**src/rtl/fetch_stage_pkg.sv**
```systemverilog
// ============================================================================
// fetch_stage_pkg : shared encodings for the IF stage (NOP, reset PC, FSM)
// Rev 1.0
// ============================================================================
`default_nettype none

package fetch_stage_pkg;

    localparam logic [31:0] NOP_ENCODING     = 32'h0000_0000;  // sll $0,$0,0
    localparam logic [31:0] DEFAULT_RESET_PC = 32'h0000_0000;

    typedef enum logic [1:0] {
        S_FETCH = 2'd0,
        S_WAIT  = 2'd1,
        S_KILL  = 2'd2,
        S_HOLD  = 2'd3
    } fetch_state_e;

    function automatic logic [31:0] pc_inc(input logic [31:0] pc);
        return pc + 32'd4;
    endfunction

endpackage

`default_nettype wire

```
**src/rtl/fetch_stage_if_id_reg.sv**
```systemverilog
// ============================================================================
// if_id_reg : IF/ID pipeline register with hold (stall) and bubble (flush)
// Rev 1.0
// ============================================================================
`default_nettype none

module if_id_reg
    import fetch_stage_pkg::*;
#(
    parameter logic [31:0] NOP_INSTR = NOP_ENCODING
) (
    input  logic        clk,
    input  logic        rst_n,
    input  logic        hold,
    input  logic        flush,
    input  logic        load,
    input  logic [31:0] load_instr,
    input  logic [31:0] load_pc_plus4,
    output logic [31:0] instr,
    output logic [31:0] pc_plus4,
    output logic        valid
);

    logic [31:0] r_instr;
    logic [31:0] r_pc_plus4;
    logic        r_valid;

    // A bubble keeps pc_plus4 so a stalled-then-flushed slot never shows a stale zero
    always_ff @(posedge clk or negedge rst_n) begin
        if (!rst_n) begin
            r_instr    <= NOP_INSTR;
            r_pc_plus4 <= 32'd0;
            r_valid    <= 1'b0;
        end else if (!hold) begin
            if (load && !flush) begin
                r_instr    <= load_instr;
                r_pc_plus4 <= load_pc_plus4;
                r_valid    <= 1'b1;
            end else begin
                r_instr    <= NOP_INSTR;
                r_valid    <= 1'b0;
            end
        end
    end

    assign instr    = r_instr;
    assign pc_plus4 = r_pc_plus4;
    assign valid    = r_valid;

endmodule

`default_nettype wire

```
**src/rtl/fetch_stage.sv**
```systemverilog
// ============================================================================
// fetch_stage : MIPS IF stage - PC, single-outstanding imem fetch, skid buffer
// Rev 1.0
// ============================================================================
`default_nettype none

module fetch_stage
    import fetch_stage_pkg::*;
#(
    parameter logic [31:0] RESET_PC  = DEFAULT_RESET_PC,
    parameter logic [31:0] NOP_INSTR = NOP_ENCODING
) (
    input  logic        clk,
    input  logic        rst_n,
    input  logic        stall_if,
    input  logic        stall_id,
    input  logic        branch_taken_id,
    input  logic [31:0] branch_target_id,
    output logic        imem_req,
    output logic [31:0] imem_addr,
    input  logic        imem_gnt,
    input  logic        imem_rvalid,
    input  logic [31:0] imem_rdata,
    output logic [31:0] instr_id,
    output logic [31:0] pc_plus4_id,
    output logic        valid_id
);

    fetch_state_e r_state, w_state_nxt;
    logic [31:0]  r_pc, w_pc_nxt;
    logic [31:0]  r_outst_pc, w_outst_pc_nxt;
    logic [31:0]  r_buf, w_buf_nxt;
    logic         w_redirect;
    logic         w_req;
    logic         w_load;
    logic [31:0]  w_load_instr;

    // A branch held in ID by a stall has not been resolved yet
    assign w_redirect = branch_taken_id & ~stall_id;

    always_ff @(posedge clk or negedge rst_n) begin
        if (!rst_n) begin
            r_state    <= S_FETCH;
            r_pc       <= RESET_PC;
            r_outst_pc <= RESET_PC;
            r_buf      <= NOP_INSTR;
        end else begin
            r_state    <= w_state_nxt;
            r_pc       <= w_pc_nxt;
            r_outst_pc <= w_outst_pc_nxt;
            r_buf      <= w_buf_nxt;
        end
    end

    always_comb begin
        w_state_nxt    = r_state;
        w_pc_nxt       = r_pc;
        w_outst_pc_nxt = r_outst_pc;
        w_buf_nxt      = r_buf;
        w_req          = 1'b0;
        w_load         = 1'b0;
        w_load_instr   = imem_rdata;

        case (r_state)
            S_FETCH: begin
                w_req = ~stall_if & ~w_redirect;
                if (w_req && imem_gnt) begin
                    w_state_nxt    = S_WAIT;
                    w_outst_pc_nxt = r_pc;
                    w_pc_nxt       = pc_inc(r_pc);
                end
            end
            S_WAIT: begin
                if (imem_rvalid) begin
                    if (stall_id) begin
                        w_buf_nxt   = imem_rdata;
                        w_state_nxt = S_HOLD;
                    end else begin
                        w_load      = ~w_redirect;
                        w_state_nxt = S_FETCH;
                    end
                end else if (w_redirect) begin
                    w_state_nxt = S_KILL;
                end
            end
            S_KILL: begin
                if (imem_rvalid) begin
                    w_state_nxt = S_FETCH;
                end
            end
            S_HOLD: begin
                if (!stall_id) begin
                    w_load       = ~w_redirect;
                    w_load_instr = r_buf;
                    w_state_nxt  = S_FETCH;
                end
            end
            default: w_state_nxt = S_FETCH;
        endcase

        // Redirect wins over any sequential PC update (FETCH never grants on redirect)
        if (w_redirect) begin
            w_pc_nxt = branch_target_id;
        end
    end

    assign imem_req  = w_req & rst_n;
    assign imem_addr = r_pc;

    if_id_reg #(
        .NOP_INSTR (NOP_INSTR)
    ) u_if_id_reg (
        .clk           (clk),
        .rst_n         (rst_n),
        .hold          (stall_id),
        .flush         (w_redirect),
        .load          (w_load),
        .load_instr    (w_load_instr),
        .load_pc_plus4 (pc_inc(r_outst_pc)),
        .instr         (instr_id),
        .pc_plus4      (pc_plus4_id),
        .valid         (valid_id)
    );

endmodule

`default_nettype wire
```
**config.mk**
```make
export PLATFORM = sky130hd
export DESIGN_NAME = fetch_stage
export DESIGN_NICKNAME = d
export VERILOG_FILES = /design/src/rtl/fetch_stage_pkg.sv /design/src/rtl/fetch_stage_if_id_reg.sv /design/src/rtl/fetch_stage.sv
export SDC_FILE = /design/constraint.sdc
export NUM_CORES = 1
export LEC_CHECK = 0
export ABC_AREA = 1
export BUFFER_PORTS_ARGS = -buffer_cell sky130_fd_sc_hd__buf_2
export CAP_MARGIN = 20
export CORE_ASPECT_RATIO = 0.75
export CORE_MARGIN = 5
export CORE_UTILIZATION = 35
export CTS_CLUSTER_DIAMETER = 50
export DETAILED_ROUTE_END_ITERATION = 16
export SYNTH_ARGS = -nofsm -noshare
export SYNTH_HDL_FRONTEND = slang
export SYNTH_SLANG_ARGS = --single-unit
export TNS_END_PERCENT = 100
```
**constraint.sdc**
```tcl
create_clock -name clk -period 2.93 [get_ports clk]
set_input_delay 0 -clock clk [delete_from_list [all_inputs] [get_ports clk]]
set_output_delay 0 -clock clk [all_outputs]
set_load 0.1 [all_outputs]
```
* Yosys cells after proc, flatten, opt, wreduce, memory -nomap -nowiden *
Cells that the tools add are included.

operators by class
  add/subtract/negate cells = 2
  eq/ne operators = 7
  multiplexer cells = 17
  bitwise gates (word level) = 6
  reductions and logical operators = 11

operator list
  kind                   number
  $mux 32                5
  $add 32x3->32 const B  2
  $mux 2                 6
  $pmux 2 s4             1
  $ne 2x2->1 const B     3
  $reduce_and 2->1       3
  $eq 2x2->1 const B     2
  $mux 1                 4
  $reduce_and 4->1       1
  $reduce_bool 2->1      2
  $and 1x1->1            3
  $ne 3x2->1 const B     1
  $not 1->1              3
  $reduce_and 3->1       1
  $eq 2x1->1 const B     1
  $logic_and 1x1->1      2
  $logic_not 2->1        1
  $pmux 1 s2             1
  $logic_not 1->1        1

word-level totals
  register bits after elaboration = 163
  input port bits = 71
  output and inout bits = 98
  word-level logic and storage cells = 50

* Depth between registers and ports, before layout *
  depth after elaboration = 8
  depth in mapped cells = 10
  depth with buffers taken out = 10

* By module *
A second synthesis with hierarchy kept.

unflattened totals
  cells, all modules = 1117
  area, all modules = 8543.2 µm²

by module, submodules not included
  module       instances  cells each  area an instance (µm²)  sequential area each (µm²)
  fetch_stage  1          829         5881.9                  2452.4
  if_id_reg    1          288         2661.3                  1626.6

* Worst setup path before layout *
No wires, ideal clock.

  path kind = reg2reg
  start point = reg r_pc[3], in the netlist imem_addr[3]
  end point = reg r_pc[18], in the netlist imem_addr[18]
  setup time = 117 ps
  data arrival time = 2083 ps
  slack = 730 ps
  cell stages (with the launch flop) = 9
  clock period less this slack = 2200 ps
  cells stage by stage = dfrtp_1 -> ha_1 -> nand2_1 -> nor2_4 -> nand2_1 -> nor3_2 -> nand2_1 -> nor2_1 -> nor2_1

on the way
  cells in the longest elaborated chain, start to end = 4

RTL lines
  item                    line                   text
  from (decl)             fetch_stage.sv:30      logic [31:0] r_pc, w_pc_nxt;
  from (signal assigned)  fetch_stage.sv:49      r_pc <= w_pc_nxt;
  $add 32x3->32           fetch_stage_pkg.sv:20  return pc + 32'd4;
  $mux 32                 fetch_stage.sv:67      if (w_req && imem_gnt) begin
  $mux 32                 fetch_stage.sv:64      case (r_state)
  $mux 32                 fetch_stage.sv:102     if (w_redirect) begin

Every way passes these cells. The select of a mux whose other input is x is not followed.
A chain may end at the register's enable or synchronous reset.

* Worst setup path in the final report *
  start point = in stall_id
  end point = out imem_req

on the way
  cells in the longest elaborated chain, start to end = 6

RTL lines
  item                        line                text
  from (decl)                 fetch_stage.sv:16   input logic stall_id,
  $not 1->1 (no source line)  n/a
  $and 1x1->1                 fetch_stage.sv:39   assign w_redirect = branch_taken_id & ~stall_id;
  $not 1->1                   fetch_stage.sv:66   w_req = ~stall_if & ~w_redirect;
  $and 1x1->1                 fetch_stage.sv:66
  $mux 1                      fetch_stage.sv:64
  $and 1x1->1                 fetch_stage.sv:107  assign imem_req = w_req & rst_n;
  to (decl)                   fetch_stage.sv:19   output logic imem_req,

Every way passes these cells.

==> out/qor.yml <==
synth.ff_latch_count: 163
worst-path-max-fanout: 35
clock-root-buffer: "sky130_fd_sc_hd__clkbuf_16"
insertedDiodeCount: 0
max_freq_ghz: 0.4535
cts_max_path_buffers: 2
max_cap_violations: 0
fin_worst_skew_ns: 0.007723
port_buffers: 168
dpl-instance-area_sq_um: 9450
timing.setup.critical_path_class: "in -> out"
status: "finished clean"
power.density_nw_per_um2: 1101
tcrit_tclk_final: 0.7527
worst-endpoint-required_ns: 2.93
clk_transition_reported_paths_ns: 0.07
route.detailed.wl_per_inst_microns: 15.03
detail_route.vias_per_cell: 4.733
final-instance-count-excl-fill: 1624
placed_instances: 1523
min_path_type: "in -> async"
path_common_cell: "sky130_fd_sc_hd__buf_2"
seq_area_frac_synth: 0.4877
synthSimpleGateAreaFrac: 0.2895
number_of_enable_flip_flop_cells_after_synthesis: 0
first_global_vias: 7182
timing.critical_path.arrival_ns: 2.21
vias: 7686
grt_start_max_net_pins: 89
signed_area_change_from_the_synthesized_netlist_to_the_final_layout_pct: 28.16
maxSlewViolCount: 0
fin_total_pwr_mw: 11.80
multiInputGateArea_sq_um: 3712
timing.critical_path.slowest_cell_delay_ns: 0.53
ys.warnings.count: 0
num_rows: 49
die_w_microns: 188.5
final_gp_congestion: 0.9024
dr.pass1.iters: 5
clock-sinks: 163
clock_buffer_count_from_cts: 17
synth_compound_area_frac: 0.1302
track_usage: 0.1813
timing_worst_slew_pin_value_ns: 0.9146
post-dp-hpwl_microns: 17560
detailedRoute.firstIterationViolations: 506
totalNegativeSetupSlack_ns: 0
num_io_pins: 169
post-place-ws_ns: 1.087
tritoncts: "yes"
critPathTopFamily: "buffers and inverters"
htree_levels: 4
final_layout_size_suffix_gt1_frac: 0.1821
ant_nets: 0
synth_fa_ha_area_frac: 0.002992
core_sq_um: 23730
final.fill_count: 2422
syn-num-nets: 1156
synth_cells: 1083
number_of_cells_upsized_or_downsized_after_cts: 0
final_hold_vio_count: 0
synth_area_sq_um: 8363
syn_area_per_cell_sq_um: 7.722
synth-async-reset-ratio: 1.000
globalRouteOverflowTotal: 0
rsz0062_at_grt: "no"
seq_area_sq_um: 4079
grt_pass1_wl_microns: 39340
synth_top_family_by_area: "simple AND/OR/NAND/NOR gates"
clk_latency_ns: 0.42
synth_flop_cell: "sky130_fd_sc_hd__dfrtp_1"
fin_ws_ns: 0.7247
cells_along_the_critical_path: "dlygate4sd3_1, buf_2, inv_1, nand2_1, buf_4, nand3_1, nor2_1, buf_2"
initial_utilization: 0.3525
net_count_final: 1378
xor_xnor_fraction_of_synth_area: 0.02095
die_h_microns: 143.9
min_period_ns: 2.205
ys_types: 38
worstPathBufferInverterCount: 5
relative_max_transition_margin: 0.3894
fin_area_sq_um: 10720
share_of_synthesized_area_spent_on_multiplexers: 0
startpoint_type: "primary input"
detail_route.wirelength_microns: 24410
leakagePower_nw: 5.363
initial_antenna_violation_count: 0
cp_slowest_cell: "sky130_fd_sc_hd__dlygate4sd3_1"
route.detailed.drc: 0
worst_ir_drop_vdd_mv: 0.6571
dieArea_sq_um: 27120
cp-end-kind: "output port"
finalSetupViolCount: 0
power by group:
group | switching [mW] | internal [mW] | total [mW]
combinational | 4.62 | 1.11 | 5.73
clock | 0.982 | 1.23 | 2.21
sequential | 0.768 | 3.09 | 3.86
total | 6.37 | 5.43 | 11.8
cell families (layout without fill, tap and decap cells):
logic type	count (synthesis)	in the layout
buffers and inverters	135	370
AND/OR/NAND/NOR	579	579
AO/OA/AOI/OAI	184	184
adder cells (fa/ha/maj)	2	2
XOR/XNOR	20	20
flip-flops	163	163
what timing repair did:
item | 4_1_cts | 5_1_grt
hold buffers | 69 | 0
endpoints found under the hold margin | 227 | 0
buffers inserted | 0 | 0
metrics by stage:
stage | util | hold slack, ns
2_1_floorplan | - | -0.2956
3_3_place_gp | 0.3983 | -0.07535
3_5_place_dp | 0.3983 | -0.07286
4_1_cts | 0.4517 | 0.04248
5_1_grt | 0.4517 | 0.05767
6_report | 0.4517 | 0.04544
state kept, by name, indices dropped and copies added, names as in the netlist:
name,count
imem_addr,32
r_buf,32
r_outst_pc,32
u_if_id_reg.instr,32
u_if_id_reg.pc_plus4,32
r_state,2
u_if_id_reg.valid,1
metal layers:
metal / up-vias / track usage / share of wire
li1: 3929 / - / -
met1: 3493 / 0.2892 / 0.53
met2: 246 / 0.2475 / 0.39
met3: 18 / 0.04420 / 0.067
met4: 0 / 0.03411 / 0.0099
met5: - / 0 / 0
placed cells by master (no fill, tap or decap), types with 3 or more instances in the layout:
cell type	n
sky130_fd_sc_hd__inv_6	4
sky130_fd_sc_hd__nand4_1	4
sky130_fd_sc_hd__nand2_1	343
sky130_fd_sc_hd__nor2_4	8
sky130_fd_sc_hd__nor3_1	4
sky130_fd_sc_hd__dfrtp_1	163
sky130_fd_sc_hd__xor2_1	10
sky130_fd_sc_hd__buf_2	167
sky130_fd_sc_hd__o21ai_1	8
sky130_fd_sc_hd__a21oi_1	37
sky130_fd_sc_hd__nand3b_1	5
sky130_fd_sc_hd__clkinvlp_4	6
sky130_fd_sc_hd__o22ai_1	4
sky130_fd_sc_hd__dlygate4sd3_1	69
sky130_fd_sc_hd__a31oi_1	3
sky130_fd_sc_hd__clkbuf_16	17
sky130_fd_sc_hd__nand3_1	46
sky130_fd_sc_hd__a22oi_1	4
sky130_fd_sc_hd__nand2_2	3
sky130_fd_sc_hd__buf_4	9
sky130_fd_sc_hd__nor2_2	5
sky130_fd_sc_hd__nor2_1	148
sky130_fd_sc_hd__xnor2_1	10
sky130_fd_sc_hd__o21ai_0	91
sky130_fd_sc_hd__nor3_2	4
sky130_fd_sc_hd__inv_1	89
sky130_fd_sc_hd__a22o_1	32
worst paths after layout:
check                                                startpoint                                    to  slack (ns)  depth (start not counted)
min                                                       rst_n            r_outst_pc[16]$_DFFE_PN0P_        0.05                          2
max in group asynchronous                                 rst_n                 r_buf[29]$_DFFE_PN0P_        2.02                          3
max                                                    stall_id                              imem_req        0.72                          8
min in group clk                                       imem_gnt             imem_addr[20]$_DFFE_PN0P_        0.05                          4
min reg2reg                u_if_id_reg.pc_plus4[25]$_DFFE_PN0P_  u_if_id_reg.pc_plus4[25]$_DFFE_PN0P_        0.47                          2
max reg2reg                            imem_addr[3]$_DFFE_PN0P_             imem_addr[26]$_DFFE_PN0P_        1.09                         10
cell usage after synthesis (5+ instances only):
cell,count,area share
sky130_fd_sc_hd__xnor2_1,10,0.010
sky130_fd_sc_hd__a21oi_1,37,0.022
sky130_fd_sc_hd__nor2_4,8,0.011
sky130_fd_sc_hd__nor2_1,148,0.066
sky130_fd_sc_hd__dfrtp_1,163,0.49
sky130_fd_sc_hd__nor2_2,5,0.0037
sky130_fd_sc_hd__o21ai_0,91,0.054
sky130_fd_sc_hd__nand3_1,46,0.028
sky130_fd_sc_hd__inv_1,89,0.040
sky130_fd_sc_hd__buf_2,21,0.013
sky130_fd_sc_hd__nand3b_1,5,0.0045
sky130_fd_sc_hd__nand2_1,344,0.15
sky130_fd_sc_hd__a22o_1,32,0.034
sky130_fd_sc_hd__xor2_1,10,0.010
sky130_fd_sc_hd__o21ai_1,8,0.0048
sky130_fd_sc_hd__clkbuf_1,15,0.0067
cell type report:
cell class / count / share of cell area
repair buffers: 247 / 0.1516
clock buffers: 19 / 0.04226
multi-input cells: 785 / 0.3464
flip-flops and latches: 163 / 0.3806
clock inverters: 13 / 0.01156
inverters: 91 / 0.03187
well taps: 306 / 0.03572
(Power assumes the default switching activity.)
